==> src/rtl/noc_pkg.sv <==
// Shared NoC packet layout, source/sequence field helpers and throttle LFSR constants
// used by both the traffic-generating client and the sink client.
package noc_pkg;

  localparam logic [15:0] LFSR_SEED = 16'hACE1;
  // Right-shifting Galois form of x^16 + x^14 + x^13 + x^11 + 1
  localparam logic [15:0] LFSR_TAPS = 16'hB400;

  function automatic int v_pos(input int a_w, input int d_w);
    return a_w + d_w + 1;
  endfunction

  function automatic int l_pos(input int a_w, input int d_w);
    return a_w + d_w;
  endfunction

  function automatic int addr_lsb(input int d_w);
    return d_w;
  endfunction

  // Source id sits in the top S_W bits of the payload, sequence in the bottom SEQ_W
  function automatic int src_lsb(input int d_w, input int s_w);
    return d_w - s_w;
  endfunction

  function automatic logic [15:0] lfsr_next(input logic [15:0] s);
    return (s >> 1) ^ (s[0] ? LFSR_TAPS : 16'h0000);
  endfunction

endpackage

==> src/rtl/sink_fifo.sv <==
// Registered-pointer FIFO; pointers carry an extra wrap bit so full/empty/count
// come straight from the pointer difference.
module sink_fifo #(
  parameter int W = 8,
  parameter int D = 4
) (
  input  logic                 clk,
  input  logic                 rst,
  input  logic                 push,
  input  logic [W-1:0]         wdata,
  input  logic                 pop,
  output logic [W-1:0]         rdata,
  output logic                 full,
  output logic                 empty,
  output logic [$clog2(D):0]   count
);

  localparam int AW = $clog2(D);

  logic [W-1:0] mem [D];
  logic [AW:0]  wr_ptr, rd_ptr;

  assign count = wr_ptr - rd_ptr;
  assign full  = (count == (AW+1)'(D));
  assign empty = (wr_ptr == rd_ptr);
  assign rdata = mem[rd_ptr[AW-1:0]];

  always_ff @(posedge clk) begin
    if (rst) begin
      wr_ptr <= '0;
      rd_ptr <= '0;
    end else begin
      if (push) wr_ptr <= wr_ptr + 1'b1;
      if (pop)  rd_ptr <= rd_ptr + 1'b1;
    end
  end

  // Storage needs no reset: pointer reset discards the contents
  always_ff @(posedge clk) begin
    if (push) mem[wr_ptr[AW-1:0]] <= wdata;
  end

endmodule

==> src/rtl/bft_sink_client.sv <==
// BFT leaf sink: buffers network packets, drains them at an LFSR-throttled rate,
// checks destination and per-source sequence numbers, and counts deliveries.
module bft_sink_client
  import noc_pkg::*;
#(
  parameter int N      = 4,
  parameter int D_W    = 32,
  parameter int A_W    = $clog2(N) + 1,
  parameter int ID     = 0,
  parameter int LIMIT  = 512,
  parameter int RATE   = 128,
  parameter int FIFO_D = 4,
  parameter int SEQ_W  = 16
) (
  input  logic                 clk,
  input  logic                 rst,
  input  logic                 ce,
  input  logic [A_W+D_W+1:0]   in_pkt,
  output logic                 in_bp,
  output logic [31:0]          rx_cnt,
  output logic [15:0]          err_cnt,
  output logic                 ovf_err,
  output logic                 done
);

  localparam int S_W    = (N > 1) ? $clog2(N) : 1;
  localparam int W      = A_W + D_W;
  localparam int CW     = $clog2(FIFO_D) + 1;
  localparam int V_POS  = v_pos(A_W, D_W);
  localparam int L_POS  = l_pos(A_W, D_W);
  localparam int A_LSB  = addr_lsb(D_W);
  localparam int S_LSB  = src_lsb(D_W, S_W);
  localparam logic DRAIN_ALL = (RATE >= 128);

  logic              in_v;
  logic              full, empty, push, pop;
  logic [CW-1:0]     count, occ_next;
  logic [W-1:0]      head;
  logic [A_W-1:0]    head_addr;
  logic [D_W-1:0]    head_data;
  logic [S_W-1:0]    src;
  logic [SEQ_W-1:0]  seq;
  logic [15:0]       lfsr;
  logic              drain_ok;
  logic              addr_err, seq_err;
  logic [16:0]       err_sum;
  logic [32:0]       rx_next;
  logic [SEQ_W-1:0]  exp_seq [N];
  logic              unused_bits;

  assign in_v      = in_pkt[V_POS];
  assign drain_ok  = DRAIN_ALL | ({1'b0, lfsr[6:0]} < 8'(RATE));
  assign pop       = ce & ~empty & drain_ok;
  // A pop on the same edge frees the slot, so a push into a full FIFO still lands
  assign push      = ce & in_v & (~full | pop);
  assign occ_next  = count + CW'(push) - CW'(pop);

  sink_fifo #(.W(W), .D(FIFO_D)) u_fifo (
    .clk   (clk),
    .rst   (rst),
    .push  (push),
    .wdata (in_pkt[W-1:0]),
    .pop   (pop),
    .rdata (head),
    .full  (full),
    .empty (empty),
    .count (count)
  );

  assign head_addr = head[A_LSB +: A_W];
  assign head_data = head[D_W-1:0];
  assign src       = head_data[S_LSB +: S_W];
  assign seq       = head_data[SEQ_W-1:0];
  assign addr_err  = (head_addr != A_W'(ID));
  assign seq_err   = (seq != exp_seq[src]);
  assign err_sum   = {1'b0, err_cnt} + 17'(addr_err) + 17'(seq_err);
  assign rx_next   = {1'b0, rx_cnt} + 33'd1;

  // The last flag and the payload bits between source id and sequence are don't-care
  assign unused_bits = ^{in_pkt[L_POS], head_data};

  always_ff @(posedge clk) begin
    if (rst) begin
      in_bp   <= 1'b0;
      rx_cnt  <= '0;
      err_cnt <= '0;
      ovf_err <= 1'b0;
      done    <= 1'b0;
      lfsr    <= LFSR_SEED;
      for (int i = 0; i < N; i++) exp_seq[i] <= '0;
    end else if (ce) begin
      lfsr  <= lfsr_next(lfsr);
      in_bp <= (occ_next >= CW'(FIFO_D - 1));
      if (in_v && full && !pop) ovf_err <= 1'b1;
      if (pop) begin
        // Resync on mismatch so one dropped packet costs a single error
        exp_seq[src] <= seq + 1'b1;
        err_cnt      <= err_sum[16] ? 16'hFFFF : err_sum[15:0];
        rx_cnt       <= rx_next[32] ? 32'hFFFF_FFFF : rx_next[31:0];
        if (rx_next == 33'(LIMIT)) done <= 1'b1;
      end
    end
  end

endmodule

==> config.mk <==
export PLATFORM = sky130hd
export DESIGN_NAME = bft_sink_client
export DESIGN_NICKNAME = d
export VERILOG_FILES = /design/src/rtl/noc_pkg.sv /design/src/rtl/sink_fifo.sv /design/src/rtl/bft_sink_client.sv
export SDC_FILE = /design/constraint.sdc
export NUM_CORES = 1
export LEC_CHECK = 0
export BUFFER_PORTS_ARGS = -buffer_cell sky130_fd_sc_hd__buf_2
export CAP_MARGIN = 20
export CORE_MARGIN = 8
export CORE_UTILIZATION = 55
export CTS_CLUSTER_SIZE = 25
export DETAILED_ROUTE_END_ITERATION = 7
export PLACE_DENSITY = 0.77
export SLEW_MARGIN = 20
export SYNTH_ARGS = -nofsm -noshare
export SYNTH_HDL_FRONTEND = slang
export SYNTH_HIERARCHICAL = 1
export SYNTH_SLANG_ARGS = --single-unit
export TNS_END_PERCENT = 1
==> constraint.sdc <==
create_clock -name clk -period 3.77 [get_ports clk]
set_input_delay 0.754 -clock clk [delete_from_list [all_inputs] [get_ports clk]]
set_output_delay 0.754 -clock clk [all_outputs]
set_load 0.005 [all_outputs]
; ---- After elaboration in Yosys (flattened, before gate mapping)
; Memories as Yosys holds them, arrays and structs flattened. A register that Yosys moved wholly into a read port is not among the register bits.
; Index checks and enable logic that the tools add are counted.
[classes]
order_cmp = 1
bitwise_logic = 6
mux = 15
eq_ne = 4
reduce_logical = 8
addsub = 9
[op_table]
columns = op, n
row1 = "32-bit by 1-bit adder with 33-bit output, second input constant", 1
row2 = "33-bit by 10-bit == test with 1-bit output, second input constant", 1
row3 = 16-bit two-way mux, 2
row4 = 32-bit two-way mux, 1
row5 = 16-bit by 1-bit adder with 17-bit output, 1
row6 = 17-bit by 1-bit adder with 17-bit output, 1
row7 = "16-bit by 1-bit adder with 16-bit output, second input constant", 1
row8 = 16-bit != test, 1
row9 = 16-bit OR reduction, 1
row10 = 1-bit two-way mux, 9
row11 = "3-bit by 1-bit adder with 3-bit output, second input constant", 2
row12 = 2-bit two-way mux, 3
row13 = 2-bit AND reduction, 2
row14 = 3-bit by 1-bit adder with 3-bit output, 1
row15 = 1-bit AND, 3
row16 = 3-bit == test, 1
row17 = "3-bit == test, second input constant", 1
row18 = "3-bit by 2-bit greater-or-equal comparator with 1-bit output, second input constant", 1
row19 = 3-bit AND reduction, 1
row20 = 3-bit nonzero test, 1
row21 = 3-bit by 1-bit subtractor with 3-bit output, 1
row22 = 3-bit subtractor, 1
row23 = 1-bit logical AND, 2
row24 = 1-bit inverter, 2
row25 = 2 further kinds, 2
[totals]
ff_bits = 57
inputBits = 40
elab_cells = 52
out_inout_bits = 51
mem_count = 2
ram_bits = 204
[mem_list]
columns = memory, depth, word_bits, read_ports, rd_ports_with_merged_regs, write_ports, line
row1 = u_fifo.mem, 4, 35, 1, 1, 1, sink_fifo.sv:20  ; logic [W-1:0] mem [D];
row2 = exp_seq, 4, 16, 1, 0, 4, bft_sink_client.sv:48  ; logic [SEQ_W-1:0] exp_seq [N];

; ---- Depth between registers and ports, before layout
; Gate-level depths: netlist of run 1.
[logic_depth]
word_depth = 9
mapped_depth = 17
ltp_nobuf = 13

; ---- Hierarchy
; The synthesis of run 1 kept the hierarchy.
[modules_own_cells]
columns = module, area_each_um2, instances, seq_area_each_um2, cells_each
row1 = bft_sink_client, 6072.1, 1, 2942.8, 608
row2 = sink_fifo, 5569.1, 1, 4364.2, 230

; ---- Least setup slack after synthesis of run 1
; No wires, ideal clock.
[synth_path]
path_kind = register -> register
from = reg (tool-made name)
to = reg err_cnt[10]
setup_ns = 0.133
required_ns = 3.637
synth_period_minus_slack_ns = 3.960
slack_ns = -0.190
n_path_buf = 5
t_arrival_ns = 3.827
path_stages_with_launch = 17
cell_sequence = dfxtp_1 buf_6 buf_12 mux4_2 clkbuf_1 mux4_2 xnor2_1 nand4_1 nor4_1 fa_1 inv_1 ha_1 and3_1 clkbuf_1 nand2_1 clkbuf_1 a21oi_1
[synth_rtl]
columns = item, line
row1 = "end signal, assigned", bft_sink_client.sv:98  ; err_cnt <= err_sum[16] ? 16'hFFFF : err_sum[15:0];
row2 = "end, declared", bft_sink_client.sv:21  ; output logic [15:0] err_cnt,

==> summary.md, run 1 <==
| Metric | Value |
|---|---|
| GRT Util Overall | `approximately a fifth` |
| Final worst path period share | `96.0%` |
| Core area | `between 15000 and 20000 um2` |
| Synthesized area | `9640 um2` |
| Worst-case reg-to-reg path depth | `14` |
| Drt drc | `0` |
| Hold/Removal Path Class | `input pin to flip-flop` |
| Area Growth Syn to Fin | `14.4%` |
| Leakage | `~4 nW` |
| Met1 WL | `about 8.6 mm` |
| IO Port Bufs | `75` |
| Final ANT Viol Nets | `0` |
| Max-slew violations | `0` |
| Critical R2R Capture | `err_cnt[12]` |
| Antenna violations before repair | `0` |
| Yosys warns | `6` |
| Ant diodes | `0` |
| Clk pin slew, worst setup/hold paths | `0.06 ns` |
| Clk_skew | `between 0.007 and 0.008 ns` |
| CTS Hold Buffers Added | `0` |
| Max Cap Viol | `0` |
| Placed Area | `10300 um2` |
| Critical path endpoint | `err_cnt[12]` |
| Pin count of the biggest net entering global routing | `32` |
| CTS tree | `yes` |
| Worst EP required | `between 4 and 5 ns` |
| Hold Vio Cnt, Final | `0` |
| Num rows | `48` |
| First-pass GRT wire length | `between 30 and 40 mm` |
| Synth Instances | `roughly 770` |
| Syn nets | `roughly 820` |
| Clock Tree Root | `clkbuf_16` |
| Syn Area/Cell | `~13 um2` |
| Pwr Total | `between 0.005 and 0.006 W` |
| Final instance area | `between 10000 and 15000 um2` |
| VDD IR max | `around 0.42 mV` |
| Layout Nets | `909` |
| Max Root-Sink Buffers | `3` |
| Grt ovf | `0` |
| Layout cell share with drive strength beyond 1 | `21.9%` |
| WL/cell | `approximately 19 um` |
| Tmin final | `3.62 ns` |
| First-pass DRT Iterations | `6` |
| Status | `complete, no violations` |
| Vias in the first global route | `roughly 6300` |
| Die height | `148 um` |
| CP endpoint kind | `flip-flop` |
| Routed Wire Length | `between 20 and 25 mm` |
| DR top layer | `met4` |
| DP HPWL | `approximately 14 mm` |
| Max Clk Rate | `0.276 GHz` |
| H-tree lvl count | `1` |
| WL met3 | `~1.4 mm` |
| Die width | `148 um` |
| Crit path kind | `flip-flop to flip-flop` |
| Worst Tran Pin Value | `about 0.94 ns` |
| Vias | `between 6000 and 7000` |
| Initial Util | `a little under three fifths` |
| CP max FO | `20` |
| Vias/cell | `5.88` |
| Met2 WL post-DR | `10.4 mm` |
| Placer Congestion | `~0.85` |
| Starting DRT DRC Count | `about 540` |
| Clk Latency, worst-skew pair | `approximately 0.50 ns` |
| Worst path arrival time | `approximately 4 ns` |
| TritonCTS Buffers | `21` |
| Worst reg2reg setup slack | `roughly 0.15 ns` |
| Endpoints failing setup | `0` |
| Die area | `between 20000 and 25000 um2` |
| Clock net sink count | `just over 200` |
| Relative slew slack | `37.1%` |
| Critical Path Start Type | `flip-flop` |
| RSZ-0062 raised after global routing | `yes` |
| PD cells | `~520 nW/um2` |
| Boundary Pins | `between 90 and 100` |
==> power by group <==
part / internal [W] / switching [W]
clock: 0.00125 / 0.000861
sequential: 0.00256 / 0.0000563
combinational: 0.000462 / 0.000575
total: 0.00428 / 0.00149
==> layer usage <==
metal	vias up	GRT usage, %
met3	34	2.95
met2	244	31.6
met5	-	0
met1	3132	25.1
li1	3020	-
met4	0	5.71
==> final cells by class <==
| cell class | instances | area, um2 |
|---|---|---|
| Fill cell | 1265 | 6200 |
| Tap cell | 225 | 282 |
| Clock inverter | 13 | 149 |
| Timing Repair Buffer | 106 | 637 |
| Inverter | 28 | 105 |
| Multi-Input combinational cell | 489 | 3680 |
| Sequential cell | 207 | 5630 |
| Clock buffer | 25 | 551 |
==> worst min path at each step <==
stage | from | end | slack (ns) | depth (start not counted)
floorplan | done | done | 0.46 | 2
global placement | ovf_err | ovf_err | 0.46 | 2
detailed placement | done | done | 0.46 | 2
CTS | in_pkt[4] | u_fifo/mem[0][4] | 0.45 | 1
global route | in_pkt[7] | u_fifo/mem[0][7] | 0.45 | 1
finish | in_pkt[4] | u_fifo/mem[0][4] | 0.47 | 1
==> cells in the final DEF, fill, tap and decap left out, types with 6 or more instances in the layout <==
master     instances
a211oi_1          10
a21oi_1           33
a311oi_1          13
and2_1            10
and3_1            16
and4_1             6
buf_2             75
buf_4             28
clkbuf_16         21
dfxtp_1           58
edfxtp_1         148
ha_1              13
inv_1             28
mux2i_1            6
mux4_2            32
nand2_1           36
nand2b_1          14
nand3_1           23
nand4_1           18
nor2_1           108
nor3_1            23
o21ai_0            9
xnor2_1           37
xor2_1            14
==> per-stage QoR <==
step / utilization [%] / hold WS (ns) / setup WS (ns) / std cells / setup TNS (ns)
floorplan: - / 0.462 / 0.0125 / 768 / 0
global placement: 59.7 / 0.461 / 0.111 / 1052 / 0
detailed placement: 59.7 / 0.461 / 0.0925 / 1052 / 0
CTS: 63.8 / 0.454 / 0.00676 / 1090 / 0
global route: 64.0 / 0.453 / -0.0549 / 1093 / -0.0549
finish: 64.0 / 0.466 / 0.151 / 1093 / 0
==> what timing repair did <==
action / in CTS / in global routing
setup buffers: 0 / 3
gates resized for setup: 1 / 5
endpoints found under the setup margin: 2 / 15
hold endpoints to repair: 0 / 0
==> registers in the layout, summed over array words and instances, names as in the netlist, named ones only <==
signal / count
ovf_err: 1
in_bp: 1
err_cnt: 16
done: 1
u_fifo/rd_ptr: 3
exp_seq: 64
u_fifo/wr_ptr: 3
u_fifo/mem: 84
rx_cnt: 32
==> worst max-delay path, cell delays in order (launching register included) <==
cell and delay [ns]:
dfxtp_2 0.36, mux4_2 0.54, buf_12 0.19, mux4_2 0.49
xnor2_2 0.18, nand4_1 0.16, nor4_1 0.32, buf_4 0.17
fa_1 0.15, inv_1 0.05, ha_1 0.20, and3_2 0.27
and3_1 0.21, o21ai_0 0.14, nor2_1 0.06
Note: power is estimated with default switching activity, not from simulation.
==> inputs of run 2 (changes only) <==
--- a/config.mk
+++ b/config.mk
@@ -18,3 +18,2 @@
 export SYNTH_HIERARCHICAL = 1
 export SYNTH_SLANG_ARGS = --single-unit
-export TNS_END_PERCENT = 1
==> constraint.sdc (replaced) <==
create_clock -name clk -period 3.77 [get_ports clk]
set_input_delay 0.5655 -clock clk [delete_from_list [all_inputs] [get_ports clk]]
set_output_delay 0.5655 -clock clk [all_outputs]
set_load 0.005 [all_outputs]
==> summary.md, run 2 (same netlist as run 1, synthesis figures left out) <==
| Metric | Value |
|---|---|
| Clock net sink count | `207 (unchanged)` |
| Relative slew slack | `33.9% (was 37.1%)` |
| Worst-case reg-to-reg path depth | `13 (was 14)` |
| Drt drc | `0 (unchanged)` |
| H-tree lvl count | `1 (unchanged)` |
| Vias/cell | `5.96 (was 5.88)` |
| Max Root-Sink Buffers | `3 (unchanged)` |
| DP HPWL | `13.6 mm (about the same)` |
| Leakage | `4.00 nW (was 3.98 nW)` |
| Sequential share of power | `45.0% (was 45.4%)` |
| Crit path kind | `flip-flop to flip-flop (unchanged)` |
| Routed Wire Length | `21.2 mm (was 20.8 mm)` |
| Die area | `22000 um2 (unchanged)` |
| Layout cell share with drive strength beyond 1 | `22.1% (was 21.9%)` |
| CTS resizes | `0 (was 1)` |
| Vias in the first global route | `6401 (was 6327)` |
| PD cells | `527 nW/um2 (was 523 nW/um2)` |
| Max Cap Viol | `0 (unchanged)` |
| IO Port Bufs | `75 (unchanged)` |
| Starting DRT DRC Count | `585 (was 539)` |
| Placed instance count | `1052 (unchanged)` |
| Util after Layout | `64.1% (was 64.0%)` |
| CTS Hold Buffers Added | `0 (unchanged)` |
| Combinational Power Share | `18.3% (was 18.0%)` |
| Commonest non-fill, non-tap cell in the layout | `edfxtp_1 (unchanged)` |
| Num rows | `48 (unchanged)` |
| First-pass GRT wire length | `33.5 mm (was 33.2 mm)` |
| Clock Tree Root | `clkbuf_16 (unchanged)` |
| Endpoints failing setup | `0 (unchanged)` |
| Core area | `17200 um2 (unchanged)` |
| Sw Pwr | `0.00151 W (was 0.00149 W)` |
| Die width | `148 um (unchanged)` |
| Status | `complete, no violations (unchanged)` |
| TNS Setup | `0 ns (unchanged)` |
| Vias | `6493 (was 6430)` |
| Final worst path period share | `95.6% (was 96.0%)` |
| Hold Vio Cnt, Final | `0 (unchanged)` |
| Non-filler cells, final | `1090 (was 1093)` |
| Tmin final | `3.60 ns (was 3.62 ns)` |
| Setup Buffers After CTS | `0 (unchanged)` |
| Max Clk Rate | `0.277 GHz (was 0.276 GHz)` |
| Hold/Removal Path Class | `input pin to flip-flop (unchanged)` |
| First-pass DRT Iterations | `5 (was 6)` |
| Sw Share | `26.0% (was 25.9%)` |
| Clk_skew | `0.0130 ns (was 0.00761 ns)` |
| Grt ovf | `0 (unchanged)` |
| CP endpoint kind | `flip-flop (unchanged)` |
| VDD IR max | `0.392 mV (was 0.420 mV)` |
| Critical Path Start Type | `flip-flop (unchanged)` |
| Clk Latency, worst-skew pair | `0.49 ns (was 0.50 ns)` |
| Number of flip-flops in the largest register | `84 (unchanged)` |
| Max-slew violations | `0 (unchanged)` |
| Layout Nets | `906 (was 909)` |
| Critical R2R Capture | `err_cnt[15] (was err_cnt[12])` |
| Internal | `0.00431 W (was 0.00428 W)` |
| CTS tree | `yes (unchanged)` |
| Initial Util | `56.0% (unchanged)` |
| WL/cell | `19.5 um (was 19.0 um)` |
| Antenna violations before repair | `0 (unchanged)` |
| Ant diodes | `0 (unchanged)` |
| Area Growth Syn to Fin | `14.6% (was 14.4%)` |
| Boundary Pins | `91 (unchanged)` |
| Critical path endpoint | `err_cnt[15] (was err_cnt[12])` |
| Worst Tran Pin Value | `0.992 ns (was 0.944 ns)` |
| Worst EP required | `4.17 ns (was 4.14 ns)` |
| Clk pin slew, worst setup/hold paths | `0.06 ns (about the same)` |
| Worst path arrival time | `4.01 ns (was 3.99 ns)` |
| CP max FO | `20 (unchanged)` |
| Final ANT Viol Nets | `0 (unchanged)` |
| TritonCTS Buffers | `21 (unchanged)` |
| Clock Power Share | `36.7% (about the same)` |
| Placer Congestion | `0.855 (was 0.846)` |
| Final hold slack | `0.286 ns (was 0.466 ns)` |
| Pin count of the biggest net entering global routing | `34 (was 32)` |
| Die height | `148 um (unchanged)` |
| Setup WS pre-CTS | `0.0701 ns (was 0.0925 ns)` |
| Most frequent cells in the layout | `148 x edfxtp_1, 108 x nor2_1, 75 x buf_2 (unchanged)` |
| GRT Util Overall | `18.9% (was 19.0%)` |
| Final setup margin | `0.166 ns (was 0.151 ns)` |
| Worst reg2reg setup slack | `0.17 ns (was 0.15 ns)` |
==> run 2: area by class of cell <==
cell class / count / area, um2
fillers: 1243 / 6180
flip-flops and latches: 207 / 5630
multi-input cells: 489 / 3710
repair buffers: 103 / 614
clock buffers: 26 / 607
well taps: 225 / 282
clock inverters: 12 / 113
inverters: 28 / 105
==> run 2: metrics by stage <==
step | total power [W] | cell area (um2)
floorplan | 0.00343 | 9650
global placement | 0.00366 | 10300
detailed placement | 0.00369 | 10300
CTS | 0.00583 | 11000
global route | 0.00604 | 11100
finish | 0.00582 | 11100
==> run 2: metal layers <==
| metal | vias up | GRT usage (%) | routed length (um) | share of wire (%) |
|---|---|---|---|---|
| met3 | 36 | 3.10 | 1380 | 6.5 |
| met2 | 245 | 31.3 | 10500 | 50 |
| met4 | 0 | 5.51 | 376 | 1.8 |
| met1 | 3186 | 25.1 | 8940 | 42 |
| li1 | 3026 | - | - | - |
| met5 | - | 0 | 0 | 0 |
==> run 2: worst min-delay path by stage <==
| stage | cells past startpoint | end | slack, ns | from |
|---|---|---|---|---|
| after global routing | 1 | u_fifo/mem[3][7] | 0.27 | in_pkt[7] |
| after global placement | 2 | done | 0.46 | done |
| after detailed placement | 2 | done | 0.46 | done |
| after floorplan | 2 | done | 0.46 | done |
| final | 1 | u_fifo/mem[0][7] | 0.29 | in_pkt[7] |
| after CTS | 1 | u_fifo/mem[0][7] | 0.27 | in_pkt[7] |
==> run 2: worst max-delay path, stage by stage (launching register included) <==
cell      delay (ns)
dfxtp_2         0.36
mux4_2          0.55
buf_12          0.20
mux4_2          0.47
xnor2_2         0.16
nand4_1         0.16
nor4_2          0.07
buf_4           0.14
fa_1            0.38
inv_1           0.09
nand4_1         0.33
nor2_2          0.27
a31oi_1         0.12
a211oi_1        0.21
==> run 2: power by group through the flow <==
stage	Clock (W)	Combinational [W]	Sequential (W)
final	0.00214	0.00107	0.00262
after global routing	0.00225	0.00115	0.00263
after CTS	0.00217	0.00105	0.00262
after detailed placement	0	0.00103	0.00267
after global placement	0	0.00100	0.00266
after floorplan	0	0.000782	0.00265
==> inputs of run 3 (changes only) <==
Settings changed: RECOVER_POWER set to 50.
==> summary.md, run 3 (same netlist as run 1, synthesis figures left out) <==
| Metric | Value |
|---|---|
| Hold/Removal Path Class | `input pin to flip-flop (unchanged)` |
| First-pass GRT wire length | `33.5 mm (unchanged)` |
| Max Clk Rate | `0.276 GHz (was 0.277 GHz)` |
| Endpoints failing setup | `0 (unchanged)` |
| CTS tree | `yes (unchanged)` |
| Starting DRT DRC Count | `532 (was 585)` |
| Relative slew slack | `29.7% (was 33.9%)` |
| Commonest non-fill, non-tap cell in the layout | `edfxtp_1 (unchanged)` |
| VDD IR max | `0.392 mV (about the same)` |
| Non-filler cells, final | `1090 (unchanged)` |
| Max Root-Sink Buffers | `3 (unchanged)` |
| Worst path arrival time | `3.99 ns (was 4.01 ns)` |
| Worst Tran Pin Value | `1.05 ns (was 0.992 ns)` |
| Final hold slack | `0.326 ns (was 0.286 ns)` |
| Leakage | `3.69 nW (was 4.00 nW)` |
| Vias in the first global route | `6401 (unchanged)` |
| CP most frequent cell | `mux4_2` |
| Max-slew violations | `0 (unchanged)` |
| TritonCTS Buffers | `21 (unchanged)` |
| CP endpoint kind | `flip-flop (unchanged)` |
| Final worst path period share | `96.1% (was 95.6%)` |
| TNS Setup | `0 ns (unchanged)` |
| Clk_skew | `0.0140 ns (was 0.0130 ns)` |
| PD cells | `532 nW/um2 (was 527 nW/um2)` |
| Status | `complete, no violations (unchanged)` |
| Critical Path Start Type | `flip-flop (unchanged)` |
| Routed Wire Length | `21.2 mm (about the same)` |
| Initial Util | `56.0% (unchanged)` |
| Critical path, cell by cell | `mux4_2, buf_12, mux4_2, xnor2_1, nand4_1, nor4_2, buf_4, fa_1, inv_1, ha_1, and3_4, and3_1, o21ai_0, nor2_1 (was mux4_2, buf_12, mux4_2, xnor2_2, nand4_1, nor4_2, buf_4, fa_1, inv_1, nand4_1, nor2_2, a31oi_1, a211oi_1)` |
| H-tree lvl count | `1 (unchanged)` |
| Vias | `6454 (was 6493)` |
| Layout cell share with drive strength beyond 1 | `13.5% (was 22.1%)` |
| Setup Buffers After CTS | `0 (unchanged)` |
| Final ANT Viol Nets | `0 (unchanged)` |
| DP HPWL | `13.6 mm (unchanged)` |
| Die height | `148 um (unchanged)` |
| WP buf/inv | `3 (unchanged)` |
| CTS Hold Buffers Added | `0 (unchanged)` |
| Clock net sink count | `207 (unchanged)` |
| CP peak stage delay | `0.55 ns (about the same)` |
| Boundary Pins | `91 (unchanged)` |
| Ant diodes | `0 (unchanged)` |
| Number of flip-flops in the largest register | `84 (unchanged)` |
| CP max FO | `20 (unchanged)` |
| Setup WS pre-CTS | `0.0701 ns (unchanged)` |
| Clk Latency, worst-skew pair | `0.49 ns (about the same)` |
| First-pass DRT Iterations | `5 (unchanged)` |
| Num rows | `48 (unchanged)` |
| Placed instance count | `1052 (unchanged)` |
| Hold Vio Cnt, Final | `0 (unchanged)` |
| Area Growth Syn to Fin | `13.2% (was 14.6%)` |
| Placer Congestion | `0.855 (unchanged)` |
| Core area | `17200 um2 (unchanged)` |
| Final setup margin | `0.149 ns (was 0.166 ns)` |
| Drt drc | `0 (unchanged)` |
| Tmin final | `3.62 ns (was 3.60 ns)` |
| WL/cell | `19.5 um (about the same)` |
| Grt ovf | `0 (unchanged)` |
| Clk pin slew, worst setup/hold paths | `0.06 ns (about the same)` |
| Worst EP required | `4.14 ns (was 4.17 ns)` |
| Antenna violations before repair | `0 (unchanged)` |
| GRT Util Overall | `18.9% (unchanged)` |
| Crit path kind | `flip-flop to flip-flop (unchanged)` |
| Die area | `22000 um2 (unchanged)` |
| Top Family by Delay on Critical Path | `multiplexers (unchanged)` |
| Pin count of the biggest net entering global routing | `34 (unchanged)` |
| Die width | `148 um (unchanged)` |
| Vias/cell | `5.92 (was 5.96)` |
| IO Port Bufs | `75 (unchanged)` |
| Critical-path top delay cell | `mux4_2 (unchanged)` |
| Layout Nets | `906 (unchanged)` |
| Most frequent cells in the layout | `148 x edfxtp_1, 108 x nor2_1, 71 x clkbuf_1 (was 148 x edfxtp_1, 108 x nor2_1, 75 x buf_2)` |
| Clock Tree Root | `clkbuf_16 (unchanged)` |
| Max Cap Viol | `0 (unchanged)` |
==> run 3: stage by stage <==
step	power [W]	utilization [%]	area [um2]
final	0.00581	63.3	10900
after global routing	0.00602	63.3	10900
after detailed placement	0.00369	59.7	10300
after floorplan	0.00343	-	9650
after CTS	0.00583	63.9	11000
after global placement	0.00366	59.7	10300
==> run 3: path summary, 6_finish.rpt <==
path             start          endpoint  slack, ns  depth (start not counted)
min reg2reg       done              done       0.47                          2
max reg2reg  flip-flop       err_cnt[12]       0.15                         14
min          in_pkt[7]  u_fifo/mem[0][7]       0.33                          1
max          flip-flop       err_cnt[12]       0.15                         14
==> run 3: cell type report <==
| cell class | instances | area, um2 |
|---|---|---|
| inverters | 28 | 105 |
| fillers | 1291 | 6320 |
| well taps | 225 | 282 |
| clock buffers | 26 | 607 |
| multi-input cells | 489 | 3670 |
| flip-flops and latches | 207 | 5630 |
| repair buffers | 103 | 509 |
| clock inverters | 12 | 113 |
==> run 3: power breakdown <==
part           switching [W]  leakage [nW]  total [W]  internal, W
combinational       0.000597          1.43    0.00105     0.000456
clock               0.000854         0.356    0.00214      0.00128
sequential         0.0000596          1.90    0.00262      0.00256
total                0.00151          3.69    0.00581      0.00430
==> run 3: metal layers <==
| metal | up-vias | wire [um] | global-route usage (%) |
|---|---|---|---|
| met2 | 222 | 10500 | 31.3 |
| li1 | 3026 | - | - |
| met4 | 0 | 401 | 5.51 |
| met3 | 39 | 1250 | 3.10 |
| met5 | - | 0 | 0 |
| met1 | 3167 | 9100 | 25.1 |
==> run 3: worst reg2reg max path, cell delays in order (launching register included) <==
cell and delay (ns):
dfxtp_2 0.36, mux4_2 0.55, buf_12 0.20, mux4_2 0.45, xnor2_1 0.23, nand4_1 0.17, nor4_2 0.31, buf_4 0.16
fa_1 0.16, inv_1 0.06, ha_1 0.21, and3_4 0.21, and3_1 0.20, o21ai_0 0.18, nor2_1 0.06
==> run 3: what timing repair did <==
action / 4_1_cts / 5_1_grt
setup endpoints to repair: 0 / 14
resized for setup: 0 / 9
endpoints found under the hold margin: 0 / 0
